`src/rtl/mac_window_accum.sv`:
```
// Accumulates windows of cfg_len unsigned terms into a saturating ACC_W-bit sum.
// Each window total is presented on a valid/ready output together with a sticky overflow flag.
module mac_window_accum #(
    parameter int unsigned IN_W  = 64,
    parameter int unsigned ACC_W = 72,
    parameter int unsigned LEN_W = 16
) (
    input  logic             clk,
    input  logic             rst,
    input  logic             in_valid,
    output logic             in_ready,
    input  logic [IN_W-1:0]  in_data,
    input  logic [LEN_W-1:0] cfg_len,
    output logic             out_valid,
    input  logic             out_ready,
    output logic [ACC_W-1:0] out_data,
    output logic             out_ovf
);

    typedef enum logic [1:0] {
        StIdle,
        StAccum,
        StHold
    } state_e;

    state_e             state_q;
    logic [ACC_W-1:0]   acc_q;
    logic [LEN_W-1:0]   cnt_q;
    logic [LEN_W-1:0]   len_q;
    logic               ovf_q;
    logic               out_valid_q;

    logic [ACC_W-1:0]   in_ext;
    logic [ACC_W:0]     sum_w;
    logic [LEN_W-1:0]   len_new;
    logic [LEN_W-1:0]   cnt_inc;

    always_comb begin
        in_ext  = ACC_W'(in_data);
        sum_w   = {1'b0, acc_q} + {1'b0, in_ext};
        // A zero length would never complete, so it is promoted to a single-term window.
        len_new = (cfg_len == '0) ? LEN_W'(1) : cfg_len;
        cnt_inc = cnt_q + LEN_W'(1);
    end

    // in_ready is a function of state only; out_ready never reaches it combinationally.
    assign in_ready  = !rst && (state_q != StHold);
    assign out_valid = out_valid_q;
    assign out_data  = acc_q;
    assign out_ovf   = ovf_q;

    always_ff @(posedge clk) begin
        if (rst) begin
            state_q     <= StIdle;
            acc_q       <= '0;
            cnt_q       <= '0;
            len_q       <= '0;
            ovf_q       <= 1'b0;
            out_valid_q <= 1'b0;
        end else begin
            unique case (state_q)
                StIdle: begin
                    if (in_valid) begin
                        len_q <= len_new;
                        acc_q <= in_ext;
                        cnt_q <= LEN_W'(1);
                        ovf_q <= 1'b0;
                        if (len_new == LEN_W'(1)) begin
                            state_q     <= StHold;
                            out_valid_q <= 1'b1;
                        end else begin
                            state_q <= StAccum;
                        end
                    end
                end
                StAccum: begin
                    if (in_valid) begin
                        if (sum_w[ACC_W] || ovf_q) begin
                            acc_q <= '1;
                            ovf_q <= 1'b1;
                        end else begin
                            acc_q <= sum_w[ACC_W-1:0];
                        end
                        cnt_q <= cnt_inc;
                        if (cnt_inc == len_q) begin
                            state_q     <= StHold;
                            out_valid_q <= 1'b1;
                        end
                    end
                end
                StHold: begin
                    if (out_ready) begin
                        state_q     <= StIdle;
                        out_valid_q <= 1'b0;
                    end
                end
                default: begin
                    state_q     <= StIdle;
                    out_valid_q <= 1'b0;
                end
            endcase
        end
    end

    // A presented result must stay put until the consumer takes it.
    a_out_stable: assert property (@(posedge clk) disable iff (rst)
        (out_valid && !out_ready) |=> (out_valid && $stable(out_data) && $stable(out_ovf)));

    a_hold_no_accept: assert property (@(posedge clk) disable iff (rst)
        out_valid |-> !in_ready);

endmodule
```
`config.mk`:
```
export PLATFORM = sky130hd
export DESIGN_NAME = mac_window_accum
export DESIGN_NICKNAME = d
export VERILOG_FILES = /design/src/rtl/mac_window_accum.sv
export SDC_FILE = /design/constraint.sdc
export NUM_CORES = 1
export LEC_CHECK = 0
export ABC_CLOCK_PERIOD_IN_PS = 7200
export BUFFER_PORTS_ARGS = -buffer_cell sky130_fd_sc_hd__buf_2
export CELL_PAD_IN_SITES_DETAIL_PLACEMENT = 1
export CELL_PAD_IN_SITES_GLOBAL_PLACEMENT = 1
export CORE_UTILIZATION = 45
export DETAILED_ROUTE_END_ITERATION = 16
export PLACE_DENSITY_LB_ADDON = 0.1
export SKIP_CTS_REPAIR_TIMING = 1
export SYNTH_ARGS = -nofsm -noshare
export SYNTH_HDL_FRONTEND = slang
export SYNTH_SLANG_ARGS = --single-unit
```
`constraint.sdc`:
```
create_clock -name clk -period 7.2 [get_ports clk]
set_input_delay 1.44 -clock clk [delete_from_list [all_inputs] [get_ports clk]]
set_output_delay 1.44 -clock clk [all_outputs]
set_load 0.05 [all_outputs]
```
Word-level counts from Yosys, hierarchy flattened
Index checks and enable logic that the tools add are counted.
{ "word_totals": {"in_bits": 84, "out_inout_bits": 75, "word_cells": 54, "register_bits": 108} }
{ "classes": {"add_sub_neg": 2, "n_eq_ne": 11, "n_reduce_logical": 11, "mux": 24} }
{ "op_table": {"columns": ["operator", "n"], "rows": [
  ["$mux 72", 3],
  ["$pmux 72 s2", 1],
  ["$add 72x64->73", 1],
  ["$mux 16", 3],
  ["$pmux 16 s2", 1],
  ["$add 16x1->16 const B", 1],
  ["$eq 16x1->1 const B", 1],
  ["$eq 16x16->1", 1],
  ["$logic_not 16->1", 1],
  ["$ne 2x2->1 const B", 7],
  ["$mux 2", 5],
  ["$mux 1", 8],
  ["$reduce_and 4->1", 2],
  ["$pmux 2 s3", 1],
  ["$reduce_and 5->1", 1],
  ["$pmux 1 s3", 1],
  ["$reduce_and 3->1", 1],
  ["$eq 2x1->1 const B", 1],
  ["$eq 2x2->1 const B", 1],
  ["$logic_not 2->1", 1],
  ["$pmux 1 s2", 1],
  ["$reduce_and 2->1", 1],
  ["$reduce_bool 2->1", 1],
  ["$logic_and 1x1->1", 1],
  ["2 further kinds", 2]
]} }

Longest topological paths before layout
Gate-level depths: netlist of run 1.
{ "logic_depth": {"ltp_word": 6, "ltp_mapped": 12, "mapped_depth_nobuf": 11} }

Least setup slack after synthesis of run 1
No wires, ideal clock.
{ "synth_timing": {"path_kind": "input to register", "start": "input port in_data[0]", "end": "register acc_q[62] (netlist: out_data[62])", "n_path_buf": 0, "stages": 11, "slack_ns": 3.041, "t_arrival_ns": 4.036, "setup_ns": 0.123, "path_cell_list": "ha_1 -> fa_1 -> a211oi_2 -> o211ai_1 -> a311o_1 -> a2111o_1 -> a41o_1 -> a31oi_2 -> o21ai_0 -> xnor2_1 -> o21ai_1"} }
{ "synth_between": {"elab_chain_cells": 5} }
{ "synth_rtl": {"columns": ["item", "line", "text"], "rows": [
  ["from (decl)", "12", "input logic [IN_W-1:0] in_data,"],
  ["$add 72x64->73 *", "40", "sum_w = {1'b0, acc_q} + {1'b0, in_ext};"],
  ["$logic_or 1x1->1", "78", "if (sum_w[ACC_W] || ovf_q) begin"],
  ["$mux 72 *", "78", null],
  ["$mux 72 *", "77", "if (in_valid) begin"],
  ["$pmux 72 s2 *", "61", "unique case (state_q)"],
  ["to (signal assigned)", "65", "acc_q <= in_ext;"],
  ["to (signal assigned)", "82", "acc_q <= sum_w[ACC_W-1:0];"],
  ["to (decl)", "27", "logic [ACC_W-1:0] acc_q;"]
]} }
Every way passes the cells marked *; elsewhere a longest branch is shown, timed or not. The select of a mux whose other input is x is not followed.
A chain may end at the register's enable or synchronous reset.

Worst setup path in the final report of run 1
{ "layout_timing": {"start": "input port in_data[0]", "end": "register acc_q[19] (netlist: out_data[19])"} }
Same word-level chain as after synthesis.

==> results list, run 1 <==
- The first detailed-routing pass ran for 5 iterations.
- Walking the worst path, the cells encountered are buf_2 -> ha_1 -> fa_1 -> a211oi_2 -> o21ai_2 -> a31oi_1 -> a2111oi_4 -> nor4b_4 -> o31a_4 -> nand2_4 -> o221ai_1 -> a21oi_1.
- Number of fillers in the final layout: 2629
* Flops & latches, synth: 108
- Endpoints failing setup: 0
- Between clock sinks in the finished design, the worst skew comes to 11.9 ps.
- The congestion estimate from routability-driven global placement came to 0.925.
- The later pin in the worst-skew pair is clocked with a latency of 380 ps.
* Worst slew margin: 35.9%
- Clock tree from TritonCTS: built
* CTS H-tree depth: 3
- Slew Viols, Final: 0
* Start point of the worst min-delay path: out_valid
- The tree is rooted in a clkbuf_16.
* Number of nets in the finished design: 1514
* Static leakage power: 4.53 nW
- Setup repair after global routing left no endpoint under its margin.
- CP Data Required Time: 7430 ps
* Count of flip-flops with a built-in enable after synthesis: 0
- Part of the power in the clock network: 24.5%
- Hold crit path type: flip-flop to flip-flop
- Die area: 20800 µm²
- Estimated wirelength of the detail-placed design: 24.0 mm
* Dpl ws: 2280 ps
- Terminating pin of the worst hold path: out_valid
- The number of clock buffers added by TritonCTS is 9.
- The floorplan step set the die height to 144 µm.
- Number of distinct standard cells referenced by the synthesized netlist: 84
- DRC violation count after routing: 0
* Smallest hold slack: 455 ps
- Cell count after synthesis: 1256
* Buf/Inv on CP: 1
* Setup crit end kind: flip-flop
* Number of violations reported at the end of detailed-routing iteration 0: 456
- The routed design has 32.2 mm of wire.
* Starting density of the core: 46.4%
- The clock net in this run drives a total of 108 sinks.
* Switching Power: 1.06 mW
* Maximum fanout along the worst path: 51
* Mapped Nets: 1406
* Clock tree buffer depth: 2
* Period utilization: 63.7%
- The cell area that synthesis handed to floorplanning was 9120 µm².
- Number of global-route vias before repair: 9992
* Post-synth top area cell: dfxtp_1
- Largest stage delay on the critical path: 480 ps
* Utilization after layout: 52.6%
- Std-Cell Core Area: 19700 µm²
- The total overflow left after global routing is 0.
- The startpoint identified for the worst register-to-register timing path is out_data[0].
- Max-cap violations in this run came to 0.
* Pin count of the biggest net entering global routing: 85
- Fraction of power spent switching nets: 45.4%
* Clk pin slew, worst setup/hold paths: 90 ps
- Relative to the synthesized area, the layout overhead comes to 13.4%.
- PD cells: 227 nW/µm²
- Synth top area cells: dfxtp_1 24%, ha_1 8.9%, nand2_1 8.7%
- The internal portion of the total power is 1.28 mW.
- Mean instance size in the synthesized netlist: 7.26 µm²
- Cell type of the slowest stage on the worst timing path: nor4b_4
- Placed cell count: 1618
- Total power: 2.34 mW
- Summing the sequential cell areas from Yosys gives 23.7% of the chip area.
- The worst register-to-register path has a depth of 11.
- N_diodes: 0
- Via-to-Cell Ratio: 6.20
* Async S/R FF share, synth: 0%
* Leading register cell type out of synthesis: dfxtp_1
- After detailed routing, the average wire length per cell comes to 19.7 µm.
- Outcome: finished clean
- For the pin with the worst max-slew slack, the measured transition is 961 ps.
* Die Wd: 144 µm
- Derived from the worst setup path, the maximum achievable clock frequency is 218 MHz.
- In this design, the largest share of critical-path delay is due to compound AO/OA/AOI/OAI gates.
- The worst setup path is of the primary input to flip-flop kind.
- Data on the critical path arrives at its endpoint at 4810 ps.
- In the global route stage, overall resource usage came out at 31.2%.
- Share of layout cells above drive strength 1: 15.1%
- Worst setup slack after layout: 2620 ps
* Remaining antenna violation count after routing: 0
- The placed instances occupy a cell area of 10000 µm².
* Antenna violations before repair: 1
- Standard-cell row count: 51
- The endpoint identified for the worst register-to-register timing path is out_data[19].
* Final non-filler cell total: 1634
- Startpoint Class: primary input
- The routed layout has 10100 vias.
* Power share of the combinational group: 45.4%
* IO buf count: 158
- The worst path in the final design needs a cycle of 4580 ps, including I/O delays and setup.
* Synth top area share: 23.7%
- The finished cells cover 10300 µm².
* Top-level port count: 159
- Number of warning messages in the yosys log: 0
- Number of endpoints with negative hold slack in the final report: 0
- Final setup TNS: 0 ps
* Seq pwr share: 30.1%
- Global-route wire length before repair: 51.3 mm
- For flop-to-flop paths, the worst setup slack is 3470 ps.
- The worst hold path was traced through 2 stages.
* Worst ir drop on vdd: 0.000124 V
cells in the final DEF (no fill, tap or decap), types with 7 or more instances in the layout:
master | synthesis | layout
ha_1 | 65 | 65
a21oi_1 | 142 | 142
nand2_1 | 211 | 211
buf_2 | 16 | 158
o21bai_1 | 17 | 17
o221ai_1 | 48 | 48
nand4_1 | 27 | 27
o21ai_0 | 88 | 88
nand3_1 | 17 | 17
a2bb2oi_1 | 8 | 8
o21a_1 | 10 | 10
a21o_1 | 25 | 25
nor3_1 | 27 | 27
nor4_1 | 8 | 8
clkbuf_16 | 0 | 9
inv_1 | 34 | 34
buf_4 | 0 | 7
a31oi_1 | 13 | 13
xor2_1 | 25 | 25
o31ai_1 | 9 | 9
a22oi_1 | 10 | 10
dfxtp_1 | 108 | 107
o21ai_1 | 10 | 10
nor2b_1 | 8 | 7
nand2b_1 | 9 | 9
o211ai_1 | 12 | 12
or3_1 | 8 | 8
nor2_1 | 102 | 100
xnor2_1 | 50 | 50
worst max path at each step:
stage / depth (start not counted) / to / slack [ps] / startpoint
global route: 12 / out_data[17] / 2410 / in_data[0]
detailed placement: 12 / out_data[27] / 2280 / in_data[0]
global placement: 12 / out_data[31] / 2350 / in_data[0]
floorplan: 11 / out_data[62] / 3040 / in_data[0]
CTS: 12 / out_data[27] / 2630 / in_data[0]
finish: 12 / out_data[19] / 2620 / in_data[0]
sequential cells by signal, indices dropped and copies added, names as in the netlist:
signal / count
out_data: 72
cnt_q: 16
len_q: 16
state_q: 2
out_ovf: 1
out_valid: 1
cell type report:
type	instances	area [µm²]	share of cell area (%)
inverters	34	128	1.23
clock buffers	9	225	2.18
flip-flops and latches	108	2160	20.9
repair buffers	165	843	8.15
clock inverters	7	100	0.967
multi-input cells	1046	6560	63.4
well taps	265	332	3.20
worst register-to-register path: cells and delay by family, from the launching register on:
family | cells | cell delay, ps
and+or+nand+nor | 2 | 840
DFF | 1 | 330
adders and majority gates | 2 | 660
AOI/OAI and AO/OA | 7 | 1760
routing by layer:
metal	wire length (µm)	up-vias	GRT usage [%]
li1	-	4836	-
met1	14300	4963	39.5
met2	15300	264	53.3
met3	1650	64	5.30
met4	821	2	10.1
met5	15	-	0
cells by family (layout without fill, tap and decap cells):
| kind of cell | Yosys count | after routing | synth area share, % |
|---|---|---|---|
| simple gates | 454 | 454 | 22.8 |
| compound gates | 449 | 449 | 32.4 |
| flops | 108 | 108 | 23.7 |
| buf+inv | 102 | 215 | 4.62 |
| xor+xnor | 75 | 75 | 7.20 |
| fa+ha+maj | 66 | 66 | 9.14 |
| mux | 2 | 2 | 0.219 |
power by group through the flow:
| stage | sequential (mW) | combinational [mW] | clock [mW] |
|---|---|---|---|
| finish | 0.705 | 1.06 | 0.575 |
| global route | 0.712 | 1.16 | 0.603 |
| CTS | 0.704 | 1.06 | 0.582 |
| detailed placement | 0.718 | 1.05 | 0 |
| global placement | 0.715 | 1.03 | 0 |
| floorplan | 0.865 | 0.623 | 0 |
cells in the mapped netlist (all sizes together), types with 13 or more instances:
master and n:
nand4 28, xor2 25, o21bai 18, a21o 25, ha 65, nor3 28
inv 34, nand3 18, a21oi 142, nor2 102, dfxtp 108, a31oi 14
o21ai 99, xnor2 50, o211ai 13, clkbuf 49, o221ai 48, nand2 212
buf 19
No activity file was read; power rests on OpenSTA's default activity.
==> inputs of run 2 (changes only) <==
--- a/config.mk
+++ b/config.mk
@@ -5,11 +5,11 @@
 export SDC_FILE = /design/constraint.sdc
 export NUM_CORES = 1
 export LEC_CHECK = 0
-export ABC_CLOCK_PERIOD_IN_PS = 7200
+export ABC_CLOCK_PERIOD_IN_PS = 4500
 export BUFFER_PORTS_ARGS = -buffer_cell sky130_fd_sc_hd__buf_2
 export CELL_PAD_IN_SITES_DETAIL_PLACEMENT = 1
 export CELL_PAD_IN_SITES_GLOBAL_PLACEMENT = 1
-export CORE_UTILIZATION = 45
+export CORE_UTILIZATION = 42
 export DETAILED_ROUTE_END_ITERATION = 16
 export PLACE_DENSITY_LB_ADDON = 0.1
 export SKIP_CTS_REPAIR_TIMING = 1
==> constraint.sdc (replaced) <==
create_clock -name clk -period 4.5 [get_ports clk]
set_input_delay 0.9 -clock clk [delete_from_list [all_inputs] [get_ports clk]]
set_output_delay 0.9 -clock clk [all_outputs]
set_load 0.05 [all_outputs]
==> run 2 against run 1 <==
First-iteration DRC count grew 18%. Core utilization shrank 3.0 points. Sequential cell count is the same. Clock skew is essentially flat. Design area grew 1.4%. Power grew 62%. Sequential share of layout area shrank 0.29 points. Largest cell class unchanged. Highest routed layer is now met4.
==> results list, run 2 (same netlist as run 1, synthesis figures left out) <==
- Dpl ws: 387 ps (-1890 ps)
- The sum of net half-perimeters after detailed placement was 25.7 mm (+6.9%).
- Max-capacitance violation count: 0 (unchanged)
* Source-to-sink clock delay at the later pin of the worst-skew pair: 370 ps (about the same)
- The worst register-to-register path begins at out_data[0].
- The number of detailed-route iterations in the first pass was 5 (unchanged).
- The worst setup path is launched from a primary input.
- Register-to-register setup slack: 1060 ps (-2410 ps)
- Worst slew margin: 39.4% (+3.5 points)
* Std-Cell Core Area: 21200 µm² (+7.6%)
- The global routing met2 resource utilization came to 51.6% (-1.8 points).
- The setup-violating endpoint count in the final report is 0 (unchanged).
* IO buf count: 158 (unchanged)
- Pin count of the biggest net entering global routing: 57 (-33%)
- The number of H-tree levels was 3 (unchanged).
- Total power: 3.80 mW (+62%)
* Remaining antenna violation count after routing: 0 (unchanged)
* RSZ-0062 raised after global routing: false
- Crit path capture: out_data[27]
- The required time of the worst setup path was 4710 ps (-2720 ps).
- Classification of the worst setup path: primary input to flip-flop
- Total Routed Length: 33.3 mm (+3.6%)
- The maximum buffer depth of the clock tree was 2 (unchanged).
* TritonCTS buffer count: 9 (unchanged)
- The wire length of the first global-routing pass was 53.8 mm (+5.0%).
* Number of endpoints with negative hold slack in the final report: 0 (unchanged)
- DRC violation count after routing: 0 (unchanged)
- Final setup TNS: 0 ps (unchanged)
- Chip height: 149 µm (+3.5%)
- Endpoint of the worst register-to-register path: out_data[27]
* Die area: 22300 µm² (+7.0%)
- The net count of the finished layout came to 1528 (+0.92%).
* Worst-margin pin slew: 906 ps (-55.2 ps)
- The global-route track usage on met1 is 38.9% (-0.64 points).
- The top cell types in the final layout, fill and taps aside, are 211 x nand2_1, 158 x buf_2, 142 x a21oi_1.
- The setup clock skew after layout is 12.2 ps (+0.221 ps).
- The path depth of the worst reg2reg path was 12 (+1).
- In this run the worst setup path begins at in_data[0].
* Maximum fanout along the worst path: 33 (-35%)
* Setup crit end kind: flip-flop
* Share of layout cells above drive strength 1: 16.0% (+0.86 points)
* Antenna violations before repair: 1 (unchanged)
- Routed len/inst: 20.1 µm (+2.0%)
- Hold crit path type: flip-flop to flip-flop
* Number of fillers in the final layout: 2769 (+5.3%)
- Worst ir drop on vdd: 0.000234 V (+89%)
* Top achievable clock speed: 267 MHz
- Via-to-Cell Ratio: 6.11 (-1.5%)
- The detailed-route via count was 10100 (+0.0099%).
- Clk pin slew, worst setup/hold paths: 90 ps (about the same)
- Met3 track demand over resource in global routing: 5.17% (-0.13 points)
- Most common cell after layout, fill and taps aside: nand2_1
* Number of global-route vias before repair: 10300 (+2.9%)
- Outcome: finished clean
- GRT Max-Usage Layer: met2
- Overall track demand over capacity in global routing: 30.4% (-0.78 points)
- GRT Residual Overflow: 0 (unchanged)
- The horizontal die dimension is 149 µm (+3.5%).
- Utilization after layout: 49.6% (-3.0 points)
- Layout Area Growth over Synthesis: 15.0%
- Smallest hold slack: 454 ps (-1.09 ps)
- Routability cong.: 0.968 (+4.7%)
* Static leakage power: 4.61 nW (+1.7%)
- The worst path in the final design needs a cycle of 3750 ps, including I/O delays and setup.
* Arrival time of the worst setup path: 3960 ps (-850 ps)
- The number of flip-flops under the largest register name is 72 (unchanged).
- The setup slack after layout is 748 ps (-1870 ps).
- The initial DRC count was 539 (+18%).
- CTS placed an instance of clkbuf_16 at the clock tree root.
- Period utilization: 83.4%
- PD cells: 362 nW/µm² (+60%)
* Top-level port count: 159 (unchanged)
- Starting density of the core: 43.1% (-3.3 points)
* Clock tree from TritonCTS: built
* CTS Sinks: 108 (unchanged)
- The placement row count is 53 (+3.9%).
- Number of cells on the worst hold path: 2 (unchanged)
* Slew Viols, Final: 0 (unchanged)
## run 2: cell count changes in the layout (fill, tap and decap cells not counted)
cell,previous run,this run
buf_4,7,19
inv_8,4,1
buf_12,0,2
inv_6,0,2
clkinv_8,1,2
diode_2,0,1
## run 2: layout make-up
class | count | area, µm² | share of cell area (%)
timing repair buffer | 179 | 973 | 9.28
sequential | 108 | 2160 | 20.6
antenna | 1 | 2.50 | 0.0239
multi-input combinational | 1046 | 6560 | 62.5
clock inverter | 7 | 100 | 0.954
tap | 275 | 344 | 3.28
clock buffer | 9 | 225 | 2.15
inverter | 34 | 128 | 1.22
## run 2: stage by stage
step                      instances  area, µm²
after detailed placement       1642      10200
after floorplan                1256       9120
after global routing           1658      10500
after CTS                      1658      10500
after global placement         1642      10200
final                          1659      10500
## run 2: where the power goes
group          internal (mW)  switching [mW]  total (mW)  leakage, nW
registers               1.05          0.0950        1.14        0.887
logic                  0.574            1.16        1.74         3.56
clock network          0.453           0.463       0.916        0.158
## run 2: critical path, cell delays in order
cell       delay [ps]
buf_2             110
ha_1              230
fa_1              450
a211oi_2          300
o21ai_2           120
a31oi_1           450
a2111oi_4         170
nor4b_4           360
o31a_4            270
nand2_4           100
buf_12            190
o221ai_1          190
a21oi_1           100
## run 2: worst min path at each step
stage | start | to | slack [ps]
final | out_valid | out_valid | 450
after global routing | out_data[11] | out_data[11] | 480
after CTS | out_valid | out_valid | 460
after detailed placement | out_valid | out_valid | 440
after global placement | out_valid | out_valid | 440
after floorplan | len_q[14] | len_q[14] | 440
## run 2: layer usage
metal / vias up / routed length, µm
li1: 4869 / -
met1: 4969 / 15100
met2: 240 / 15800
met3: 52 / 1650
met4: 0 / 747
met5: - / 0
